**src/rtl/scr1_imem_instr_profiler_if.sv**
```systemverilog
// Bus bundle between the IMEM response path / trace consumer and the instruction profiler.
// master = stimulus side (fetch path, config, trace sink); slave = the profiler.
interface scr1_imem_instr_profiler_if #(
    parameter int unsigned NUM_CH = 4,
    parameter int unsigned CNT_W  = 32
);
    localparam int unsigned CH_W = (NUM_CH > 1) ? $clog2(NUM_CH) : 1;

    logic [1:0]            imem_resp;
    logic [31:0]           imem_rdata;
    logic [31:0]           curr_pc;
    logic [NUM_CH-1:0]     cfg_en;
    logic [NUM_CH*7-1:0]   cfg_opcode;
    logic [NUM_CH*3-1:0]   cfg_funct3;
    logic [NUM_CH-1:0]     cfg_f3_en;
    logic                  clr;
    logic [NUM_CH*CNT_W-1:0] cnt_out;
    logic [NUM_CH-1:0]     cnt_sat;
    logic                  trc_vld;
    logic                  trc_rdy;
    logic [CH_W-1:0]       trc_ch;
    logic [31:0]           trc_pc;
    logic [31:0]           trc_instr;
    logic                  trc_ovf;

    modport master (
        output imem_resp, imem_rdata, curr_pc,
        output cfg_en, cfg_opcode, cfg_funct3, cfg_f3_en, clr, trc_rdy,
        input  cnt_out, cnt_sat, trc_vld, trc_ch, trc_pc, trc_instr, trc_ovf
    );

    modport slave (
        input  imem_resp, imem_rdata, curr_pc,
        input  cfg_en, cfg_opcode, cfg_funct3, cfg_f3_en, clr, trc_rdy,
        output cnt_out, cnt_sat, trc_vld, trc_ch, trc_pc, trc_instr, trc_ovf
    );
endinterface

```
**src/rtl/scr1_imem_instr_profiler.sv**
```systemverilog
// Multi-channel instruction-class profiler: per-channel opcode/funct3 matching,
// saturating hit counters, and a trace FIFO of (channel, PC, instruction) per hitting fetch.
module scr1_imem_instr_profiler #(
    parameter int unsigned NUM_CH     = 4,
    parameter int unsigned CNT_W      = 32,
    parameter int unsigned FIFO_DEPTH = 8
) (
    input  logic clk,
    input  logic rst_n,
    scr1_imem_instr_profiler_if.slave bus
);
    localparam int unsigned CH_W  = (NUM_CH > 1) ? $clog2(NUM_CH) : 1;
    localparam int unsigned AW    = $clog2(FIFO_DEPTH);
    localparam int unsigned PTR_W = AW + 1;

    logic              flush_c;
    logic [NUM_CH-1:0] hit_c;
    logic [CH_W-1:0]   hit_ch_c;

    logic [CNT_W-1:0]  cnt_q [NUM_CH];
    logic [CNT_W-1:0]  cnt_d [NUM_CH];
    logic [NUM_CH-1:0] sat_q, sat_d;

    logic [CH_W-1:0]   mem_ch    [FIFO_DEPTH];
    logic [31:0]       mem_pc    [FIFO_DEPTH];
    logic [31:0]       mem_instr [FIFO_DEPTH];
    logic [PTR_W-1:0]  wr_ptr_q, wr_ptr_d;
    logic [PTR_W-1:0]  rd_ptr_q, rd_ptr_d;
    logic              ovf_q, ovf_d;
    logic              empty_c, full_c, pop_c, push_c, push_ok_c, drop_c;
    logic [AW-1:0]     rd_idx_c;

    // reset and clear share one path; clr also suppresses a same-cycle hit
    assign flush_c = ~rst_n | bus.clr;

    always_comb begin
        hit_c = '0;
        for (int i = 0; i < int'(NUM_CH); i++) begin
            hit_c[i] = (bus.imem_resp == 2'b01) & bus.cfg_en[i]
                     & (bus.imem_rdata[6:0] == bus.cfg_opcode[7*i +: 7])
                     & (~bus.cfg_f3_en[i] | (bus.imem_rdata[14:12] == bus.cfg_funct3[3*i +: 3]));
        end
    end

    // lowest-index hitting channel owns the trace entry
    always_comb begin
        hit_ch_c = '0;
        for (int i = int'(NUM_CH) - 1; i >= 0; i--) begin
            if (hit_c[i]) hit_ch_c = CH_W'(i);
        end
    end

    always_comb begin
        for (int i = 0; i < int'(NUM_CH); i++) begin
            cnt_d[i] = cnt_q[i];
            if (hit_c[i] && (cnt_q[i] != {CNT_W{1'b1}})) cnt_d[i] = cnt_q[i] + CNT_W'(1);
            sat_d[i] = sat_q[i] | (cnt_d[i] == {CNT_W{1'b1}});
        end
    end

    always_ff @(posedge clk) begin
        if (flush_c) begin
            for (int i = 0; i < int'(NUM_CH); i++) cnt_q[i] <= '0;
            sat_q <= '0;
        end else begin
            for (int i = 0; i < int'(NUM_CH); i++) cnt_q[i] <= cnt_d[i];
            sat_q <= sat_d;
        end
    end

    assign empty_c  = (wr_ptr_q == rd_ptr_q);
    assign full_c   = (wr_ptr_q[AW] != rd_ptr_q[AW]) && (wr_ptr_q[AW-1:0] == rd_ptr_q[AW-1:0]);
    assign pop_c    = ~empty_c & bus.trc_rdy;
    assign push_c   = |hit_c;
    // a pop frees the slot on the same edge, so full+pop+push never drops
    assign push_ok_c = push_c & (~full_c | pop_c);
    assign drop_c    = push_c & full_c & ~pop_c;
    assign rd_idx_c  = rd_ptr_q[AW-1:0];

    always_comb begin
        wr_ptr_d = wr_ptr_q + PTR_W'(push_ok_c);
        rd_ptr_d = rd_ptr_q + PTR_W'(pop_c);
        ovf_d    = ovf_q | drop_c;
    end

    always_ff @(posedge clk) begin
        if (flush_c) begin
            wr_ptr_q <= '0;
            rd_ptr_q <= '0;
            ovf_q    <= 1'b0;
        end else begin
            wr_ptr_q <= wr_ptr_d;
            rd_ptr_q <= rd_ptr_d;
            ovf_q    <= ovf_d;
        end
    end

    // storage needs no reset: reads are masked while the FIFO is empty
    always_ff @(posedge clk) begin
        if (!flush_c && push_ok_c) begin
            mem_ch[wr_ptr_q[AW-1:0]]    <= hit_ch_c;
            mem_pc[wr_ptr_q[AW-1:0]]    <= bus.curr_pc;
            mem_instr[wr_ptr_q[AW-1:0]] <= bus.imem_rdata;
        end
    end

    for (genvar g = 0; g < int'(NUM_CH); g++) begin : g_cnt_out
        assign bus.cnt_out[CNT_W*g +: CNT_W] = cnt_q[g];
    end

    assign bus.cnt_sat   = sat_q;
    assign bus.trc_ovf   = ovf_q;
    assign bus.trc_vld   = ~empty_c;
    assign bus.trc_ch    = empty_c ? '0 : mem_ch[rd_idx_c];
    assign bus.trc_pc    = empty_c ? '0 : mem_pc[rd_idx_c];
    assign bus.trc_instr = empty_c ? '0 : mem_instr[rd_idx_c];

endmodule
```
**src/flat_wrapper.sv**
```systemverilog
// flat-port wrapper written by rule: the top's interface ports become plain ports
module scr1_imem_instr_profiler_flat 
#(
    parameter int unsigned NUM_CH     = 4,
    parameter int unsigned CNT_W      = 32,
    parameter int unsigned FIFO_DEPTH = 8
)
  (clk, rst_n, bus_imem_resp, bus_imem_rdata, bus_curr_pc, bus_cfg_en, bus_cfg_opcode, bus_cfg_funct3, bus_cfg_f3_en, bus_clr, bus_trc_rdy, bus_cnt_out, bus_cnt_sat, bus_trc_vld, bus_trc_ch, bus_trc_pc, bus_trc_instr, bus_trc_ovf);
  scr1_imem_instr_profiler_if #(.NUM_CH(NUM_CH), .CNT_W(CNT_W)) bus_i ();
  input  logic clk;
  input  logic rst_n;
  input wire logic [$bits(bus_i.imem_resp)-1:0] bus_imem_resp;
  input wire logic [$bits(bus_i.imem_rdata)-1:0] bus_imem_rdata;
  input wire logic [$bits(bus_i.curr_pc)-1:0] bus_curr_pc;
  input wire logic [$bits(bus_i.cfg_en)-1:0] bus_cfg_en;
  input wire logic [$bits(bus_i.cfg_opcode)-1:0] bus_cfg_opcode;
  input wire logic [$bits(bus_i.cfg_funct3)-1:0] bus_cfg_funct3;
  input wire logic [$bits(bus_i.cfg_f3_en)-1:0] bus_cfg_f3_en;
  input wire logic [$bits(bus_i.clr)-1:0] bus_clr;
  input wire logic [$bits(bus_i.trc_rdy)-1:0] bus_trc_rdy;
  output wire logic [$bits(bus_i.cnt_out)-1:0] bus_cnt_out;
  output wire logic [$bits(bus_i.cnt_sat)-1:0] bus_cnt_sat;
  output wire logic [$bits(bus_i.trc_vld)-1:0] bus_trc_vld;
  output wire logic [$bits(bus_i.trc_ch)-1:0] bus_trc_ch;
  output wire logic [$bits(bus_i.trc_pc)-1:0] bus_trc_pc;
  output wire logic [$bits(bus_i.trc_instr)-1:0] bus_trc_instr;
  output wire logic [$bits(bus_i.trc_ovf)-1:0] bus_trc_ovf;
  assign bus_i.imem_resp = bus_imem_resp;
  assign bus_i.imem_rdata = bus_imem_rdata;
  assign bus_i.curr_pc = bus_curr_pc;
  assign bus_i.cfg_en = bus_cfg_en;
  assign bus_i.cfg_opcode = bus_cfg_opcode;
  assign bus_i.cfg_funct3 = bus_cfg_funct3;
  assign bus_i.cfg_f3_en = bus_cfg_f3_en;
  assign bus_i.clr = bus_clr;
  assign bus_i.trc_rdy = bus_trc_rdy;
  assign bus_cnt_out = bus_i.cnt_out;
  assign bus_cnt_sat = bus_i.cnt_sat;
  assign bus_trc_vld = bus_i.trc_vld;
  assign bus_trc_ch = bus_i.trc_ch;
  assign bus_trc_pc = bus_i.trc_pc;
  assign bus_trc_instr = bus_i.trc_instr;
  assign bus_trc_ovf = bus_i.trc_ovf;
  scr1_imem_instr_profiler #(.NUM_CH(NUM_CH), .CNT_W(CNT_W), .FIFO_DEPTH(FIFO_DEPTH)) u_core (.clk(clk), .rst_n(rst_n), .bus(bus_i));
endmodule
```
**config.mk**
```make
export PLATFORM = sky130hd
export DESIGN_NAME = scr1_imem_instr_profiler_flat
export DESIGN_NICKNAME = d
export VERILOG_FILES = /design/src/rtl/scr1_imem_instr_profiler_if.sv /design/src/rtl/scr1_imem_instr_profiler.sv /design/src/flat_wrapper.sv
export SDC_FILE = /design/constraint.sdc
export NUM_CORES = 1
export LEC_CHECK = 0
export CORE_ASPECT_RATIO = 0.9
export CORE_MARGIN = 3
export CORE_UTILIZATION = 30
export CTS_BUF_LIST = sky130_fd_sc_hd__clkbuf_16
export DETAILED_ROUTE_END_ITERATION = 8
export GPL_TIMING_DRIVEN = 1
export HOLD_SLACK_MARGIN = 0.03
export SLEW_MARGIN = 20
export SYNTH_ARGS = -nofsm -noshare
export SYNTH_HDL_FRONTEND = slang
export SYNTH_SLANG_ARGS = --single-unit
export TNS_END_PERCENT = 10
```
**constraint.sdc**
```tcl
create_clock -name clk -period 22.3 [get_ports clk]
set_clock_uncertainty 0.15 [all_clocks]
set_input_delay 4.46 -clock clk [delete_from_list [all_inputs] [get_ports clk]]
set_output_delay 4.46 -clock clk [all_outputs]
set_load 0.02 [all_outputs]
```
# Word level (Yosys, flattened, before mapping)
# Memory sizes are Yosys's and may differ from the RTL's. A register that Yosys moved wholly into a read port is not among the register bits.
# Index checks and enable logic that the tools add are counted.
[word_totals]
ff_bits = 13
mem_bits_rw = 656
out_inout_bits = 200
wordCells = 104
n_memories = 4
[classes]
addsub = 6
eq_ne = 20
n_mux = 23
n_bitwise = 39
n_reduce_logical = 8
[memory_table]
columns = ["name", "words", "word_bits", "rd", "rd_ports_with_merged_regs", "write_ports", "line", "text"]
rows = [
  ["u_core.mem_instr", 8, 32, 1, 1, 1, "scr1_imem_instr_profiler.sv:26", "logic [31:0] mem_instr [FIFO_DEPTH];"],
  ["u_core.mem_pc", 8, 32, 1, 1, 1, "scr1_imem_instr_profiler.sv:25", "logic [31:0] mem_pc [FIFO_DEPTH];"],
  ["u_core.cnt_q", 4, 32, 4, 0, 4, "scr1_imem_instr_profiler.sv:20", "logic [CNT_W-1:0] cnt_q [NUM_CH];"],
  ["u_core.mem_ch", 8, 2, 1, 1, 1, "scr1_imem_instr_profiler.sv:24", "logic [CH_W-1:0] mem_ch [FIFO_DEPTH];"],
]
[ops]
columns = ["operator", "n"]
rows = [
  ["$mux 32", 10],
  ["$add 32x1->32 const B", 4],
  ["$eq 32x32->1 const B", 4],
  ["$ne 32x32->1 const B", 4],
  ["$eq 7x7->1", 4],
  ["$and 1x1->1", 16],
  ["$eq 3x3->1", 5],
  ["$or 1x1->1", 15],
  ["$mux 2", 5],
  ["$mux 3", 3],
  ["$add 4x1->4", 2],
  ["$not 1->1", 8],
  ["$logic_and 1x1->1", 6],
  ["$mux 1", 5],
  ["$eq 4x4->1", 1],
  ["$reduce_or 4->1", 1],
  ["$eq 2x1->1 const B", 1],
  ["$logic_not 1->1", 1],
  ["$ne 1x1->1", 1],
]

# Depth between registers and ports, before layout
[depth]
depth_word = 9
depth_mapped = 11
mapped_depth_nobuf = 9

# Least setup slack after synthesis
# Ideal clock, no wire load.
[synth_timing]
kind = "input to register"
startpoint = "in bus_imem_rdata[5]"
endpoint = "mem u_core.mem_ch[1][0] (netlist bit), enable pin"
setup_ns = 0.571
arrival_time_ns = 10.394
path_slack_ns = 11.185
path_stages = 9
n_path_buf = 2
path_cell_list = "xor2_1 > nor4_1 > nand4_1 > buf_2 > buf_1 > nor2b_1 > a21oi_1 > nand3_1 > nor3_1"
[synth_via]
elab_chain_cells = 8
[synth_rtl]
columns = ["item", "line", "text"]
rows = [
  ["from (decl)", "flat_wrapper.sv:13", "input wire logic [$bits(bus_i.imem_rdata)-1:0] bus_imem_rdata;"],
  ["$eq 7x7->1", "scr1_imem_instr_profiler.sv:40", "& (bus.imem_rdata[6:0] == bus.cfg_opcode[7*i +: 7])"],
  ["$and 1x1->1", "scr1_imem_instr_profiler.sv:40", ""],
  ["$and 1x1->1", "scr1_imem_instr_profiler.sv:41", "& (~bus.cfg_f3_en[i] | (bus.imem_rdata[14:12] == bus.cfg_funct3[3*i +: 3]));"],
  ["$reduce_or 4->1 *", "scr1_imem_instr_profiler.sv:74", "assign push_c = |hit_c;"],
  ["$and 1x1->1 *", "scr1_imem_instr_profiler.sv:76", "assign push_ok_c = push_c & (~full_c | pop_c);"],
  ["$logic_and 1x1->1 *", "scr1_imem_instr_profiler.sv:100", "if (!flush_c && push_ok_c) begin"],
  ["$mux 1 *", "scr1_imem_instr_profiler.sv:100", ""],
  ["$mux 1 (implied by the code) *", "scr1_imem_instr_profiler.sv:101", "mem_ch[wr_ptr_q[AW-1:0]] <= hit_ch_c;"],
  ["to (decl)", "scr1_imem_instr_profiler.sv:24", ""],
]
# Every way passes the cells marked *; elsewhere a longest branch is shown, timed or not.

# Worst setup path in the final report
[layout_timing]
startpoint = "in bus_imem_rdata[13]"
endpoint = "mem u_core.mem_instr[5][29], enable pin"
[layout_via]
elab_chain_cells = 8
[layout_rtl]
columns = ["item", "line", "text"]
rows = [
  ["$eq 3x3->1", "scr1_imem_instr_profiler.sv:41", ""],
  ["$or 1x1->1", "scr1_imem_instr_profiler.sv:41", ""],
  ["$and 1x1->1", "scr1_imem_instr_profiler.sv:41", ""],
  ["$reduce_or 4->1 *", "scr1_imem_instr_profiler.sv:74", ""],
  ["$and 1x1->1 *", "scr1_imem_instr_profiler.sv:76", ""],
  ["$logic_and 1x1->1 *", "scr1_imem_instr_profiler.sv:100", ""],
  ["$mux 1 *", "scr1_imem_instr_profiler.sv:100", ""],
  ["$mux 1 (implied by the code) *", "scr1_imem_instr_profiler.sv:103", "mem_instr[wr_ptr_q[AW-1:0]] <= bus.imem_rdata;"],
  ["to (decl)", "scr1_imem_instr_profiler.sv:26", ""],
]
# Marks and branches as above.

==> results.sh <==
export IMPL_nets=2396
export IMPL_r2r_end="u_core.mem_instr[5][29]"
export IMPL_synthTopCellsByCount="528 x edfxtp_1, 253 x nor2_1, 141 x dfxtp_1"
export IMPL_min_to="u_core.bus.cnt_sat[2]"
export IMPL_hold_depth=2
export IMPL_ctsRootBufferMaster="clkbuf_16"
export IMPL_gp_congestion=0.882
export IMPL_dp_cells=3438
export IMPL_yosysMostFrequentCell="edfxtp_1"
export IMPL_port_buffers=317
export IMPL_cts_clk_slew_worst_paths_ns=0.06
export IMPL_worstMarginPinSlew_ns=1.02
export IMPL_num_rows=106
export IMPL_synth_top_cells_by_area="edfxtp_1 55%, mux4_2 10%, dfxtp_1 9.8%"
export IMPL_yosysUniqueCellTypes=74
export IMPL_holdCritStartpoint="u_core.bus.cnt_sat[2]"
export IMPL_antenna_left=0
export IMPL_overflow=0
export IMPL_cts_hold_buf=0
export IMPL_synth_mux_area_share_pct=13.0
export IMPL_fin_area_sq_mm=0.0356
export IMPL_synth_top_family_by_area="multiplexers"
export IMPL_synth_seq_cells=669
export IMPL_cts_setup_buffers=0
export IMPL_fin_crit_sh_pct=39.5
export IMPL_coreArea_sq_mm=0.0938
export IMPL_area_growth_pct=24.1
export IMPL_synth_xor_area_share_pct=5.01
export IMPL_fin_setup_tns_ns=0
export IMPL_hold_class="flop to flop"
export IMPL_reg2regPathDepth=7
export IMPL_crit_start="bus_imem_rdata[13]"
export IMPL_finalPower_w=0.00258
export IMPL_end_kind="flop"
export IMPL_antenna_found_initial=5
export IMPL_stdcell_count=3567
export IMPL_cts_sinks=669
export IMPL_grtUsageTotal_pct=15.6
export IMPL_yosys_area_share_simple_pct=12.7
export IMPL_start_util_pct=30.6
export IMPL_syn_num_nets=2081
export IMPL_design_die_area_sq_mm=0.0993
export IMPL_synth_top_area_share_pct=55.3
export IMPL_vias=18000
export IMPL_postPlaceCellArea_sq_mm=0.0332
export IMPL_netlist_area_sq_mm=0.0287
export IMPL_yosys_warnings=0
export IMPL_clk_latency_ns=0.61
export IMPL_avgViaCountPerCell=5.05
export IMPL_boundaryPins=318
export IMPL_synth_edf_count=528
export IMPL_die_h_microns=299
export IMPL_place_hpwl_mm=50.6
export IMPL_crit_path_cell_trace="clkdlybuf4s50_1 -> xor2_1 -> o31ai_2 -> and4_1 -> nor2_1 -> a21oi_1 -> nand3_1 -> nor2_4 -> buf_4"
export IMPL_critical_path_max_stage_delay_ns=0.89
export IMPL_r2r_slack_ns=18.17
export IMPL_final_util_pct=37.9
export IMPL_ys_seq_area_share_pct=65.1
export IMPL_wirelength_mm=78.5
export IMPL_route_detailed_drc=0
export IMPL_drive_above_1_share_pct=12.5
export IMPL_syn_inst=1955
export IMPL_fmax_ghz=0.114
export IMPL_layout_min_cycle_time_ns=8.81
export IMPL_htree_num_levels=3
export IMPL_die_x_microns=332
export IMPL_leakage_nw=10.6
export IMPL_cp_max_fo=39
export IMPL_ys_flop_type="edfxtp_1"
export IMPL_grt_pass1_wl_mm=119
export IMPL_diodes=0
export IMPL_cts_resized=0
export IMPL_synth_adder_area_share_pct=0.349
export IMPL_syn_area_per_cell_sq_um=14.7
export IMPL_drt_iter0_drc=1399
export IMPL_cellPowerDensity_mw_per_mm2=72.4
export IMPL_cts_tree="done"
export IMPL_synth_top_area_cell="edfxtp_1"
export IMPL_synthArstFlopShare_pct=0
export IMPL_hold_viol=0
export IMPL_post_drt_wl_per_cell_microns=22.0
export IMPL_drv_slew=0
export IMPL_timing_rr_start="u_core.rd_ptr_q[0]"
export IMPL_drv_cap=0
export IMPL_dr_pass1_iters=6
export IMPL_slew_headroom_pct=32.0
export IMPL_cp_required_ns=22.37
export IMPL_grt_pass1_vias=18500
export IMPL_grt_max_degree=73
export IMPL_path_class="input port to flop"
export IMPL_synth_compound_area_share_pct=2.28
export IMPL_crit_slowest_cell="nor2_4"
export IMPL_critPathLaunchType="input port"
export IMPL_rsz0062_at_grt="no"
export IMPL_ir_drop_mv=0.0471
export IMPL_status="finished, final reports clean"
export IMPL_cp_arrival_ns=8.88
export IMPL_cts_made_buffers=72
export IMPL_setup_violations=0
export IMPL_cts_max_path_buffers=3
-- cell usage in the layout (no fill, tap or decap), drive strengths merged, types with 8 or more instances in the layout --
master,Yosys,routed
clkdlybuf4s50,0,317
and3,18,18
dfxtp,141,141
ha,8,8
or4,8,8
bufinv,0,8
and2,10,10
xor2,87,87
mux4,132,132
inv,20,39
and4,19,19
nand3b,8,8
edfxtp,528,528
nand3,61,61
a31oi,10,10
clkbuf,59,73
nor4,41,41
xnor2,77,77
nor3,49,49
o21ai,22,22
nor2,254,254
a21oi,27,27
or3,20,20
buf,35,18
o31ai,10,10
nor2b,8,8
clkinv,0,28
nand2,92,92
mux2i,71,71
nand4,73,73
-- per-stage QoR --
step                      hold WS (ns)  worst slack (ns)
after floorplan                  0.349             11.19
after global placement           0.302             12.86
after detailed placement         0.309             12.80
after CTS                        0.322             13.29
after global routing             0.338             13.11
final                            0.323             13.49
-- metal layers --
layer / vias up / wire length, microns / global-route usage (%) / share of wire, %
li1: 8147 / - / - / -
met1: 9111 / 33300 / 21.0 / 42
met2: 649 / 37600 / 25.4 / 48
met3: 87 / 6390 / 4.11 / 8.1
met4: 6 / 1180 / 3.15 / 1.5
met5: - / 35 / 0 / 0.045
-- registers in the layout, indices dropped and copies added (netlist names) --
signal	cells
u_core.mem_pc	256
u_core.cnt_q	128
u_core.mem_instr	256
u_core.rd_ptr_q	4
u_core.bus.trc_ovf	1
u_core.mem_ch	16
u_core.bus.cnt_sat	4
u_core.wr_ptr_q	4
-- how the worst max path moves through the flow --
stage,end,cells after the start
6_report,u_core.mem_instr[5][29],9
5_1_grt,bus_trc_instr[2],5
4_1_cts,bus_trc_instr[2],5
3_5_place_dp,u_core.mem_pc[5][6],9
3_3_place_gp,u_core.mem_pc[5][7],9
2_1_floorplan,u_core.mem_ch[1][0],9
-- final cells by class --
type | count | area [sq um]
Clock buffer | 73 | 1830
Clock inverter | 56 | 505
Fill cell | 8715 | 58200
Inverter | 20 | 75.1
Multi-Input combinational cell | 1172 | 9610
Sequential cell | 669 | 18700
Tap cell | 1242 | 1550
Timing Repair Buffer | 335 | 3320
-- power by group --
group | switching (W) | internal [W]
Clock | 0.000490 | 0.000692
Combinational | 0.0000294 | 0.0000231
Sequential | 0.0000000468 | 0.00134
-- cell families (layout without fill, tap and decap cells) --
family | Yosys count | after routing
XOR/XNOR | 164 | 164
AND/OR/NAND/NOR | 694 | 694
buffers and inverters | 114 | 484
multiplexers | 206 | 206
flip-flops | 669 | 669
AO/OA/AOI/OAI | 100 | 100
adder cells (fa/ha/maj) | 8 | 8
-- critical path: cells and delay by family --
family	cells	cell delay, ns
compound gates	2	0.69
buf+inv	2	1.35
simple gates	4	1.99
xor+xnor	1	0.30
(Power assumes the default switching activity.)
